## src/rtl/sd_sector_arbiter_pkg.sv

```systemverilog
// sd_arb_pkg: shared constants and types for the SD sector arbiter.
// Latency: n/a (declarations only).
// Backpressure: n/a.
package sd_arb_pkg;

  localparam int SECTOR_BYTES = 512;
  localparam int SECTOR_LAST  = SECTOR_BYTES - 1;

  typedef enum logic [1:0] {IDLE, ISSUE, XFER, DONE} arb_state_t;

  typedef logic [8:0] byte_cnt_t;

  // Width of a requester index; a single requester still needs one bit.
  function automatic int idx_width(input int n);
    return (n > 1) ? $clog2(n) : 1;
  endfunction

endpackage

```

## src/rtl/sd_sector_arbiter_if.sv

```systemverilog
// sd_sector_arbiter_if: requester-side and SD-controller-side signals of the sector arbiter.
// Latency: n/a (wiring only).
// Backpressure: requesters hold req until done; the controller paces bytes with its strobes.
interface sd_sector_arbiter_if #(
  parameter int NREQ   = 3,
  parameter int ADDR_W = 32
);

  // Requester side
  logic [NREQ-1:0]              req;
  logic [NREQ-1:0]              req_wr;
  logic [NREQ-1:0][ADDR_W-1:0]  req_addr;
  logic [NREQ-1:0]              gnt;
  logic [NREQ-1:0]              done;
  logic [NREQ-1:0][7:0]         wdata;
  logic [NREQ-1:0]              wtake;
  logic [7:0]                   rdata;
  logic [NREQ-1:0]              rvalid;

  // SD controller side
  logic                         sd_ready;
  logic [ADDR_W-1:0]            sd_address;
  logic                         sd_rd;
  logic                         sd_wr;
  logic [7:0]                   sd_din;
  logic [7:0]                   sd_dout;
  logic                         sd_byte_available;
  logic                         sd_ready_for_next_byte;

  // Arbiter view
  modport master (
    input  req, req_wr, req_addr, wdata,
    input  sd_ready, sd_dout, sd_byte_available, sd_ready_for_next_byte,
    output gnt, done, wtake, rdata, rvalid,
    output sd_address, sd_rd, sd_wr, sd_din
  );

  // Requesters plus controller view
  modport slave (
    output req, req_wr, req_addr, wdata,
    output sd_ready, sd_dout, sd_byte_available, sd_ready_for_next_byte,
    input  gnt, done, wtake, rdata, rvalid,
    input  sd_address, sd_rd, sd_wr, sd_din
  );

endinterface

```

## src/rtl/sd_sector_arbiter_rr_picker.sv

```systemverilog
// rr_picker: round-robin winner among pending requests, searching from ptr+1 upward with wrap.
// Latency: combinational.
// Backpressure: none; the caller decides when to act on the pick.
module rr_picker #(
  parameter int NREQ  = 3,
  parameter int IDX_W = 2
) (
  input  logic [NREQ-1:0]  req,
  input  logic [IDX_W-1:0] ptr,
  output logic [NREQ-1:0]  onehot,
  output logic [IDX_W-1:0] idx
);

  logic             found;
  logic [IDX_W-1:0] cand;

  // Walk the requesters after the last winner; the last winner itself is checked last.
  always_comb begin
    onehot = '0;
    idx    = '0;
    found  = 1'b0;
    cand   = '0;
    for (int i = 1; i <= NREQ; i++) begin
      cand = IDX_W'((int'(ptr) + i) % NREQ);
      if (!found && req[cand]) begin
        found        = 1'b1;
        onehot[cand] = 1'b1;
        idx          = cand;
      end
    end
  end

endmodule

```

## src/rtl/sd_sector_arbiter.sv

```systemverilog
// sd_sector_arbiter: shares one SPI SD controller among NREQ sector requesters, round-robin, one 512-byte sector per grant.
// Latency: gnt one cycle after the IDLE decision; rvalid/wtake one cycle after each strobe rising edge; done one cycle after the 512th edge.
// Backpressure: byte pacing comes from the controller strobes only; requesters hold req until done. SD_ARB_STATS_EN adds stat_sectors/stat_clr.
module sd_sector_arbiter
  import sd_arb_pkg::*;
#(
  parameter int NREQ   = 3,
  parameter int ADDR_W = 32
) (
  input  logic                   clk,
  input  logic                   rst,
  sd_sector_arbiter_if.master    bus
`ifdef SD_ARB_STATS_EN
  ,
  input  logic                   stat_clr,
  output logic [NREQ-1:0][15:0]  stat_sectors
`endif
);

  localparam int IDX_W = idx_width(NREQ);

  arb_state_t       state_q, state_d;
  logic [IDX_W-1:0] ptr_q;          // last winner; also the index of the current owner
  logic             wr_q;
  byte_cnt_t        cnt_q;
  logic             avail_prev_q;
  logic             rfnb_prev_q;
  logic [NREQ-1:0]  pick_oh;
  logic [IDX_W-1:0] pick_idx;
  logic             strobe_rise;
  logic             start;
  logic             last_edge;

  rr_picker #(
    .NREQ  (NREQ),
    .IDX_W (IDX_W)
  ) u_pick (
    .req    (bus.req),
    .ptr    (ptr_q),
    .onehot (pick_oh),
    .idx    (pick_idx)
  );

  // Strobe edge of whichever direction is active, grant start and terminal-count detection
  always_comb begin
    strobe_rise = wr_q ? (bus.sd_ready_for_next_byte & ~rfnb_prev_q)
                       : (bus.sd_byte_available & ~avail_prev_q);
    start       = (state_q == IDLE) && (|bus.req) && bus.sd_ready;
    last_edge   = (state_q == XFER) && strobe_rise && (cnt_q == byte_cnt_t'(SECTOR_LAST));
  end

  // State register
  always_ff @(posedge clk or negedge rst) begin
    if (!rst) state_q <= IDLE;
    else      state_q <= state_d;
  end

  // Next-state decision
  always_comb begin
    state_d = state_q;
    case (state_q)
      IDLE:    if (start)         state_d = ISSUE;
      ISSUE:   if (!bus.sd_ready) state_d = XFER;
      XFER:    if (last_edge)     state_d = DONE;
      DONE:                       state_d = IDLE;
      default:                    state_d = IDLE;
    endcase
  end

  // Write byte follows the owner's wdata for the whole sector, quiet otherwise
  always_comb begin
    bus.sd_din = '0;
    if (state_q != IDLE && wr_q) bus.sd_din = bus.wdata[ptr_q];
  end

  // Grant latching, controller command, byte counting and per-byte pulses
  always_ff @(posedge clk or negedge rst) begin
    if (!rst) begin
      ptr_q          <= IDX_W'(NREQ - 1);
      wr_q           <= 1'b0;
      cnt_q          <= '0;
      avail_prev_q   <= 1'b0;
      rfnb_prev_q    <= 1'b0;
      bus.gnt        <= '0;
      bus.done       <= '0;
      bus.wtake      <= '0;
      bus.rvalid     <= '0;
      bus.rdata      <= '0;
      bus.sd_address <= '0;
      bus.sd_rd      <= 1'b0;
      bus.sd_wr      <= 1'b0;
    end else begin
      avail_prev_q <= bus.sd_byte_available;
      rfnb_prev_q  <= bus.sd_ready_for_next_byte;
      bus.done     <= '0;
      bus.wtake    <= '0;
      bus.rvalid   <= '0;
      case (state_q)
        IDLE: begin
          if (start) begin
            bus.gnt        <= pick_oh;
            ptr_q          <= pick_idx;
            wr_q           <= bus.req_wr[pick_idx];
            // Sector aligned: low 9 address bits are dropped
            bus.sd_address <= bus.req_addr[pick_idx] & ~ADDR_W'(SECTOR_BYTES - 1);
            bus.sd_rd      <= ~bus.req_wr[pick_idx];
            bus.sd_wr      <= bus.req_wr[pick_idx];
          end
        end
        ISSUE: cnt_q <= '0;
        XFER: begin
          if (strobe_rise) begin
            cnt_q <= cnt_q + byte_cnt_t'(1);
            if (wr_q) begin
              bus.wtake[ptr_q] <= 1'b1;
            end else begin
              bus.rdata         <= bus.sd_dout;
              bus.rvalid[ptr_q] <= 1'b1;
            end
            if (last_edge) begin
              bus.sd_rd       <= 1'b0;
              bus.sd_wr       <= 1'b0;
              bus.done[ptr_q] <= 1'b1;
              bus.gnt         <= '0;
            end
          end
        end
        default: ;
      endcase
    end
  end

`ifdef SD_ARB_STATS_EN
  // Completed-sector counters, saturating; a clear in the completion cycle wins
  always_ff @(posedge clk or negedge rst) begin
    if (!rst) begin
      stat_sectors <= '0;
    end else if (stat_clr) begin
      stat_sectors <= '0;
    end else if (state_q == DONE && stat_sectors[ptr_q] != 16'hFFFF) begin
      stat_sectors[ptr_q] <= stat_sectors[ptr_q] + 16'd1;
    end
  end
`endif

endmodule

```

## src/flat_wrapper.sv

```systemverilog
// flat-port wrapper written by rule: the top's interface ports become plain ports
module sd_sector_arbiter_flat import sd_arb_pkg::*;
#(
  parameter int NREQ   = 3,
  parameter int ADDR_W = 32
)
  (clk, rst, bus_req, bus_req_wr, bus_req_addr, bus_wdata, bus_sd_ready, bus_sd_dout, bus_sd_byte_available, bus_sd_ready_for_next_byte, bus_gnt, bus_done, bus_wtake, bus_rdata, bus_rvalid, bus_sd_address, bus_sd_rd, bus_sd_wr, bus_sd_din);
  sd_sector_arbiter_if #(.NREQ(NREQ), .ADDR_W(ADDR_W)) bus_i ();
  input  logic clk;
  input  logic rst;
  input wire logic [$bits(bus_i.req)-1:0] bus_req;
  input wire logic [$bits(bus_i.req_wr)-1:0] bus_req_wr;
  input wire logic [$bits(bus_i.req_addr)-1:0] bus_req_addr;
  input wire logic [$bits(bus_i.wdata)-1:0] bus_wdata;
  input wire logic [$bits(bus_i.sd_ready)-1:0] bus_sd_ready;
  input wire logic [$bits(bus_i.sd_dout)-1:0] bus_sd_dout;
  input wire logic [$bits(bus_i.sd_byte_available)-1:0] bus_sd_byte_available;
  input wire logic [$bits(bus_i.sd_ready_for_next_byte)-1:0] bus_sd_ready_for_next_byte;
  output wire logic [$bits(bus_i.gnt)-1:0] bus_gnt;
  output wire logic [$bits(bus_i.done)-1:0] bus_done;
  output wire logic [$bits(bus_i.wtake)-1:0] bus_wtake;
  output wire logic [$bits(bus_i.rdata)-1:0] bus_rdata;
  output wire logic [$bits(bus_i.rvalid)-1:0] bus_rvalid;
  output wire logic [$bits(bus_i.sd_address)-1:0] bus_sd_address;
  output wire logic [$bits(bus_i.sd_rd)-1:0] bus_sd_rd;
  output wire logic [$bits(bus_i.sd_wr)-1:0] bus_sd_wr;
  output wire logic [$bits(bus_i.sd_din)-1:0] bus_sd_din;
  assign bus_i.req = bus_req;
  assign bus_i.req_wr = bus_req_wr;
  assign bus_i.req_addr = bus_req_addr;
  assign bus_i.wdata = bus_wdata;
  assign bus_i.sd_ready = bus_sd_ready;
  assign bus_i.sd_dout = bus_sd_dout;
  assign bus_i.sd_byte_available = bus_sd_byte_available;
  assign bus_i.sd_ready_for_next_byte = bus_sd_ready_for_next_byte;
  assign bus_gnt = bus_i.gnt;
  assign bus_done = bus_i.done;
  assign bus_wtake = bus_i.wtake;
  assign bus_rdata = bus_i.rdata;
  assign bus_rvalid = bus_i.rvalid;
  assign bus_sd_address = bus_i.sd_address;
  assign bus_sd_rd = bus_i.sd_rd;
  assign bus_sd_wr = bus_i.sd_wr;
  assign bus_sd_din = bus_i.sd_din;
  sd_sector_arbiter #(.NREQ(NREQ), .ADDR_W(ADDR_W)) u_core (.clk(clk), .rst(rst), .bus(bus_i));
endmodule
```

## config.mk

```make
export PLATFORM = sky130hd
export DESIGN_NAME = sd_sector_arbiter_flat
export DESIGN_NICKNAME = d
export VERILOG_FILES = /design/src/rtl/sd_sector_arbiter_pkg.sv /design/src/rtl/sd_sector_arbiter_if.sv /design/src/rtl/sd_sector_arbiter_rr_picker.sv /design/src/rtl/sd_sector_arbiter.sv /design/src/flat_wrapper.sv
export SDC_FILE = /design/constraint.sdc
export NUM_CORES = 1
export LEC_CHECK = 0
export CAP_MARGIN = 10
export CELL_PAD_IN_SITES_DETAIL_PLACEMENT = 1
export CELL_PAD_IN_SITES_GLOBAL_PLACEMENT = 2
export CORE_UTILIZATION = 19
export CTS_BUF_LIST = sky130_fd_sc_hd__clkbuf_16
export CTS_CLUSTER_SIZE = 8
export DETAILED_ROUTE_END_ITERATION = 12
export PLACE_DENSITY_LB_ADDON = 0.1
export SLEW_MARGIN = 25
export SYNTH_ARGS = -nofsm -noshare
export SYNTH_HDL_FRONTEND = slang
export SYNTH_SLANG_ARGS = --single-unit
```

## constraint.sdc

```tcl
create_clock -name clk -period 3 [get_ports clk]
set_clock_uncertainty 0.1 [all_clocks]
set_input_delay 0.6 -clock clk [delete_from_list [all_inputs] [get_ports clk]]
set_output_delay 0.6 -clock clk [all_outputs]
set_load 0.005 [all_outputs]
```

### Yosys cells after proc, flatten, opt, wreduce, memory -nomap -nowiden

Cells that the tools add are included.

* register bits after elaboration: 61
* bits in latches: 0
* RAM bits: 0
* memory bits (read-only): 0
* bits of input ports: 139
* output and inout port bits: 62
* logic and storage cells: 124
* memories: 0

* $add $sub $neg: 4
* multiply operators: 0
* divide/modulo/power cells: 3
* order comparisons: 9
* equality and inequality tests: 8
* shift operators: 0
* mux-type cells: 55
* bitwise logic cells: 8
* reduce and logical (&&, ||, !) cells: 23

Operators by type and width (count)
* 32-bit by 3-bit modulo with 32-bit output, second input constant: 3
* 32-bit binary-select mux with 2-bit select: 1
* 3-bit two-way mux: 15
* 32-bit two-way mux: 1
* 9-bit one-hot mux with 2 select lines: 1
* 8-bit binary-select mux with 2-bit select: 1
* 8-bit two-way mux: 2
* 2-bit by 3-bit < comparator with 1-bit output, second input constant: 5
* 1-bit two-way mux: 15
* 2-bit two-way mux: 6
* 1-bit logical AND: 11
* 9-bit by 1-bit adder with 9-bit output, second input constant: 1
* 9-bit equality test, second input constant: 1
* 9-bit two-way mux: 1
* 1-bit binary-select mux with 2-bit select: 4
* 1-bit demux with 2-bit select: 4
* 2-bit by 1-bit >= comparator with 1-bit output, second input constant: 4
* 2-bit one-hot mux with 4 select lines: 1
* 2-bit by 2-bit adder with 3-bit output, second input constant: 2
* 2-bit by 1-bit inequality test with 1-bit output, second input constant: 3
* 3-bit bitwise OR: 2
* 3-bit one-hot mux with 2 select lines: 1
* 3-bit AND reduction: 2
* 2-bit nonzero test: 3
* other kinds (12): 20

### Logic depth before layout (Yosys ltp)

* depth in word-level cells: 16
* gate-level depth with buffers: 12
* depth with buffers taken out: 9

### Modules after synthesis

A second synthesis with hierarchy kept.

* cells, all modules: 383
* area total of the unflattened synthesis: 3525.9 um^2

By module, submodules not included
* sd_sector_arbiter: instances 1, cells each 348, area an instance 3245.6 um^2, sequential area each 1527.7 um^2
* rr_picker: instances 1, cells each 35, area an instance 280.3 um^2, sequential area each 0.0 um^2

### Worst setup path before layout

Ideal clock, no wire load.

* path kind: register to register
* start point: register u_core.ptr_q[0]
* end point: register u_core.bus.sd_address[13]
* data arrival time: 2.619 ns
* required time: 2.771 ns
* slack: 0.152 ns
* cell stages (with the launch flop): 11
* buffers on the path: 3
* path through: dfrtp_1 clkbuf_1 inv_1 ha_1 buf_2 nor3b_2 nor2_1 buf_2 a22o_1 a221oi_1 a21oi_1

* longest elaborated chain between the ends: 13

Ends and longest elaborated chain
* start, declared: RTL line sd_sector_arbiter.sv:23 `logic [IDX_W-1:0] ptr_q;`
* start signal, assigned: RTL line sd_sector_arbiter.sv:79 `ptr_q <= IDX_W'(NREQ - 1);`
* start signal, assigned: RTL line sd_sector_arbiter.sv:102 `ptr_q <= pick_idx;`
* 2-bit by 1-bit adder with 3-bit output: RTL line sd_sector_arbiter_rr_picker.sv:24 `cand = IDX_W'((int'(ptr) + i) % NREQ);`
* 32-bit by 3-bit modulo with 32-bit output: RTL line sd_sector_arbiter_rr_picker.sv:24
* 1-bit binary-select mux with 2-bit select: RTL line sd_sector_arbiter_rr_picker.sv:25 `if (!found && req[cand]) begin`
* 1-bit two-way mux (implied by the code): RTL line sd_sector_arbiter_rr_picker.sv:25
* 1-bit two-way mux: RTL line sd_sector_arbiter_rr_picker.sv:25
* 1-bit logical NOT: RTL line sd_sector_arbiter_rr_picker.sv:25
* 1-bit logical AND: RTL line sd_sector_arbiter_rr_picker.sv:25
* 1-bit two-way mux: RTL line sd_sector_arbiter_rr_picker.sv:25
* 1-bit logical NOT: RTL line sd_sector_arbiter_rr_picker.sv:25
* 1-bit logical AND: RTL line sd_sector_arbiter_rr_picker.sv:25
* 2-bit two-way mux (*): RTL line sd_sector_arbiter_rr_picker.sv:25
* 32-bit binary-select mux with 2-bit select (*): RTL line sd_sector_arbiter.sv:105 `bus.sd_address <= bus.req_addr[pick_idx] & ~ADDR_W'(SECTOR_BYTES - 1);`
* 32-bit two-way mux (implied by the code) (*): RTL line sd_sector_arbiter.sv:105
* end signal, assigned: RTL line sd_sector_arbiter.sv:105
* end, declared: RTL line sd_sector_arbiter_if.sv:35 `output sd_address, sd_rd, sd_wr, sd_din`

Every way passes the cells marked *; elsewhere a longest branch is shown, timed or not. The select of a mux whose other input is x is not followed.
A chain may end at the register's enable or synchronous reset.

### Worst setup path after layout

* start point: register u_core.state_q[0]
* end point: output port bus_sd_din[3]

* longest elaborated chain between the ends: 3

Ends and longest elaborated chain
* start, declared: RTL line sd_sector_arbiter.sv:22 `arb_state_t state_q, state_d;`
* start signal, assigned: RTL line sd_sector_arbiter.sv:55 `else state_q <= state_d;`
* 2-bit nonzero test: RTL line sd_sector_arbiter.sv:73 `if (state_q != IDLE && wr_q) bus.sd_din = bus.wdata[ptr_q];`
* 1-bit logical AND: RTL line sd_sector_arbiter.sv:73
* 8-bit two-way mux: RTL line sd_sector_arbiter.sv:73
* end, declared: RTL line flat_wrapper.sv:27 `output wire logic [$bits(bus_i.sd_din)-1:0] bus_sd_din;`

No other way between the ends.

==> summary.md <==
| Metric | Value |
|---|---|
| First-pass GRT wire length | roughly 21000 um |
| Filler-free cell count of the finished design | between 700 and 800 |
| # H-tree levels | 3 |
| Placed cells | 763 |
| Post-synth EDFFs | 0 |
| Maximum Capacitance Violations | 0 |
| Slowest-stage cell, CP | clkdlybuf4s50_1 |
| CP Class | reg -> out |
| Worst R2R Path Depth | 9 |
| Crit path required time | about 2.3 ns |
| Routed Antenna Nets | 0 |
| Worst-Skew Late Latency | 0.33 ns |
| Filler cells | around 2.1k |
| LEAKAGE | roughly 0.0024 uW |
| Diodes inserted | 0 |
| Failing checks | design-rule violations |
| Worst-path cell chain | inv_1 -> ha_1 -> inv_1 -> nand2_1 -> nor2_1 -> clkdlybuf4s50_1 |
| R2R setup slack | roughly 0.26 ns |
| Clock root cell | clkbuf_16 |
| Initial DRC Count | about 120 |
| Initial Utilization | 0.196 |
| Fin crit share | 0.927 |
| Residual DRC count | 3 |
| Cell taking the most area after synthesis | dfrtp_1 |
| CTS tree | done |
| Sequential area share after synthesis | 0.428 |
| Final hold vios | 0 |
| HPWL Detailed | around 10000 um |
| Boundary Pins | approximately 200 |
| Core Footprint | between 0.015 and 0.02 mm2 |
| Hold Crit Class | in -> async |
| Final Critical Period | ~2.8 ns |
| Die X | 139 um |
| Clock sinks | a little over 60 |
| # rows | 49 |
| Relative slew slack | 0.495 |
| Synth area leaders | dfrtp_1 42%, mux2i_1 5.3%, a21oi_1 3.9% |
| RSZ-0062 raised after global routing | no |
| Most used flip-flop cell after synthesis | dfrtp_1 |
| Critical R2R Launch | u_core.ptr_q[1] |
| Most used cell, CP | inv_1 |
| Max stage delay on crit path | around 0.54 ns |
| Status | finished with violations |
| Detailed-route via count | around 3.5k |
| Die area | 0.0193 mm2 |
| Crit path launch type | flip-flop |
| Layout area overhead | 63.4% |
| Asr flop ratio synth | 1.00 |
| Slew Limit Fails | 0 |
| Pwr Total | slightly above 5000 uW |
| # setup viols final | 0 |
| Crit path arrival time | roughly 2.1 ns |
| Power Density | 875 mW/mm2 |
| Top cell type's share of synthesized area | 0.420 |
| Post-synthesis instance area | 0.00357 mm2 |
| Total grt overflow | 0 |
| CP Capture Type | primary output |
| Final nets | 694 |
| Yosys warns | 0 |
| Via/cell ratio | between 4 and 5 |
| CTS Buf Count | 9 |
| Max Clock Freq | 360 MHz |
| CP Buf/Inv Count | 3 |
| Post-cts sizing count | 0 |
| Crit Path Max Fanout | 8 |
| Vias in the first global route | a little under 4k |
| Least-Margin Pin Slew | about 0.75 ns |
| Cells after Synth | 367 |
| Post-synth cell types | 60 |
| RePlAce Congestion | 0.772 |
| Wire per inst | between 15 and 20 um |
| RR Endpoint | u_core.bus.sd_address[30] |
| Top delay family on crit path | buffers and inverters |
| Syn avg cell area | 9.73 um2 |
| Pin count of the biggest net entering global routing | 45 |
| Finished Core Util | 0.320 |
| Detailed Route WL | 13000 um |
| I/O Buffers | 164 |
| Initial antenna violation count | 0 |
| Clk pin slew, worst setup/hold paths | ~0.06 ns |
| Setup repair bufs after CTS | 0 |
| Pre-Repair DR Iteration Count | 10 |
| GR Util All Layers | 0.140 |
| VDD IR-drop max | ~0.0003 V |
| #FFs+latches synth | 61 |
| Setup_tns | 0 ns |
| Worst-case clock buffer depth | 2 |
| Post-CTS Hold Fix Bufs | 0 |
| Layout cells sized above 1 | 0.117 |
| Die Ht | about 140 um |
-- per-layer routing --
metal | routed length (um) | global-route usage | vias to the layer above
met1 | 5500 | 0.167 | 1707
met3 | 829 | 0.0456 | 14
met2 | 6460 | 0.236 | 102
met5 | 0 | 0 | -
li1 | - | - | 1704
met4 | 193 | 0.0503 | 0
-- synth_stat cells, drive strengths merged (14+ instances only) --
cell and number:
mux2i 20, a221oi 15, nor2 30, dfrtp 60, o22ai 14, a22o 16
clkbuf 14, a21oi 28, o21ai 20, nand2 31, buf 18
-- power by group --
group / total (uW) / leakage [uW] / switching, uW / internal, uW
sequential: 1280 / 0.000764 / 162 / 1110
clock: 919 / 0.000128 / 375 / 544
combinational: 2910 / 0.00151 / 1420 / 1490
-- final cells by class --
type | count | area, um2 | area share
multi-input cells | 276 | 1890 | 0.324
clock inverters | 6 | 31.3 | 0.00536
inverters | 6 | 22.5 | 0.00386
well taps | 229 | 287 | 0.0491
flip-flops and latches | 61 | 1530 | 0.262
clock buffers | 9 | 225 | 0.0386
repair buffers | 191 | 1850 | 0.317
-- placed cells by master (no fill, tap or decap), types with 3 or more instances in the layout --
| cell type | instances |
|---|---|
| inv_1 | 6 |
| mux2_2 | 9 |
| a221oi_1 | 15 |
| o31ai_1 | 3 |
| a21oi_1 | 28 |
| and2_1 | 6 |
| a22oi_1 | 9 |
| clkbuf_16 | 9 |
| clkinv_2 | 4 |
| xor2_1 | 4 |
| conb_1 | 9 |
| nor2b_1 | 5 |
| nand2b_1 | 3 |
| a22o_1 | 16 |
| clkdlybuf4s50_1 | 163 |
| and3_1 | 4 |
| nand2_1 | 31 |
| dfrtp_1 | 60 |
| mux2i_1 | 19 |
| or3_1 | 4 |
| nor2_1 | 29 |
| o21ai_0 | 18 |
| buf_4 | 26 |
| o22ai_1 | 14 |
| ha_1 | 10 |
-- flip-flops by register name, summed over array words and instances (netlist names) --
signal,cells
u_core.bus.sd_wr,1
u_core.avail_prev_q,1
u_core.wr_q,1
u_core.cnt_q,9
u_core.bus.wtake,3
u_core.bus.rvalid,3
u_core.rfnb_prev_q,1
u_core.bus.gnt,3
u_core.state_q,2
u_core.bus.sd_address,23
u_core.bus.sd_rd,1
u_core.bus.rdata,8
u_core.bus.done,3
u_core.ptr_q,2
-- worst max-delay path by stage --
stage | from | to | depth (start not counted)
2_1_floorplan | u_core.ptr_q[0] | u_core.bus.sd_address[13] | 10
3_3_place_gp | bus_req[0] | u_core.bus.sd_address[30] | 8
3_5_place_dp | bus_req[0] | u_core.bus.sd_address[30] | 8
4_1_cts | u_core.state_q[0] | bus_sd_din[3] | 6
5_1_grt | u_core.state_q[0] | bus_sd_din[4] | 6
6_report | u_core.state_q[0] | bus_sd_din[3] | 6
-- stage by stage --
stage,hold slack [ns],setup WS (ns),instance area [um2]
after floorplan,0.204,0.152,3600
after global placement,0.376,-0.0151,5580
after detailed placement,0.383,0.00907,5580
after CTS,0.115,0.185,5830
after global routing,0.130,0.0351,5830
final,0.109,0.220,5830
-- worst register-to-register path: stages, from the launching register on --
cell	delay, ns
dfstp_2	0.52
inv_1	0.09
ha_1	0.41
nor3b_2	0.34
a21o_4	0.15
nor3_2	0.04
or3_1	0.48
buf_4	0.23
mux2i_1	0.20
o21ai_1	0.08
-- cells by family after synthesis --
kind of cell / Yosys count / share of synthesized area
AO/OA/AOI/OAI: 123 / 0.239
XOR/XNOR: 4 / 0.00981
adder cells (fa/ha/maj): 10 / 0.0350
buffers and inverters: 38 / 0.0540
flip-flops: 61 / 0.428
multiplexers: 30 / 0.0921
other: 1 / 0.00105
AND/OR/NAND/NOR: 100 / 0.141
Power figures use the tool's default switching activity.
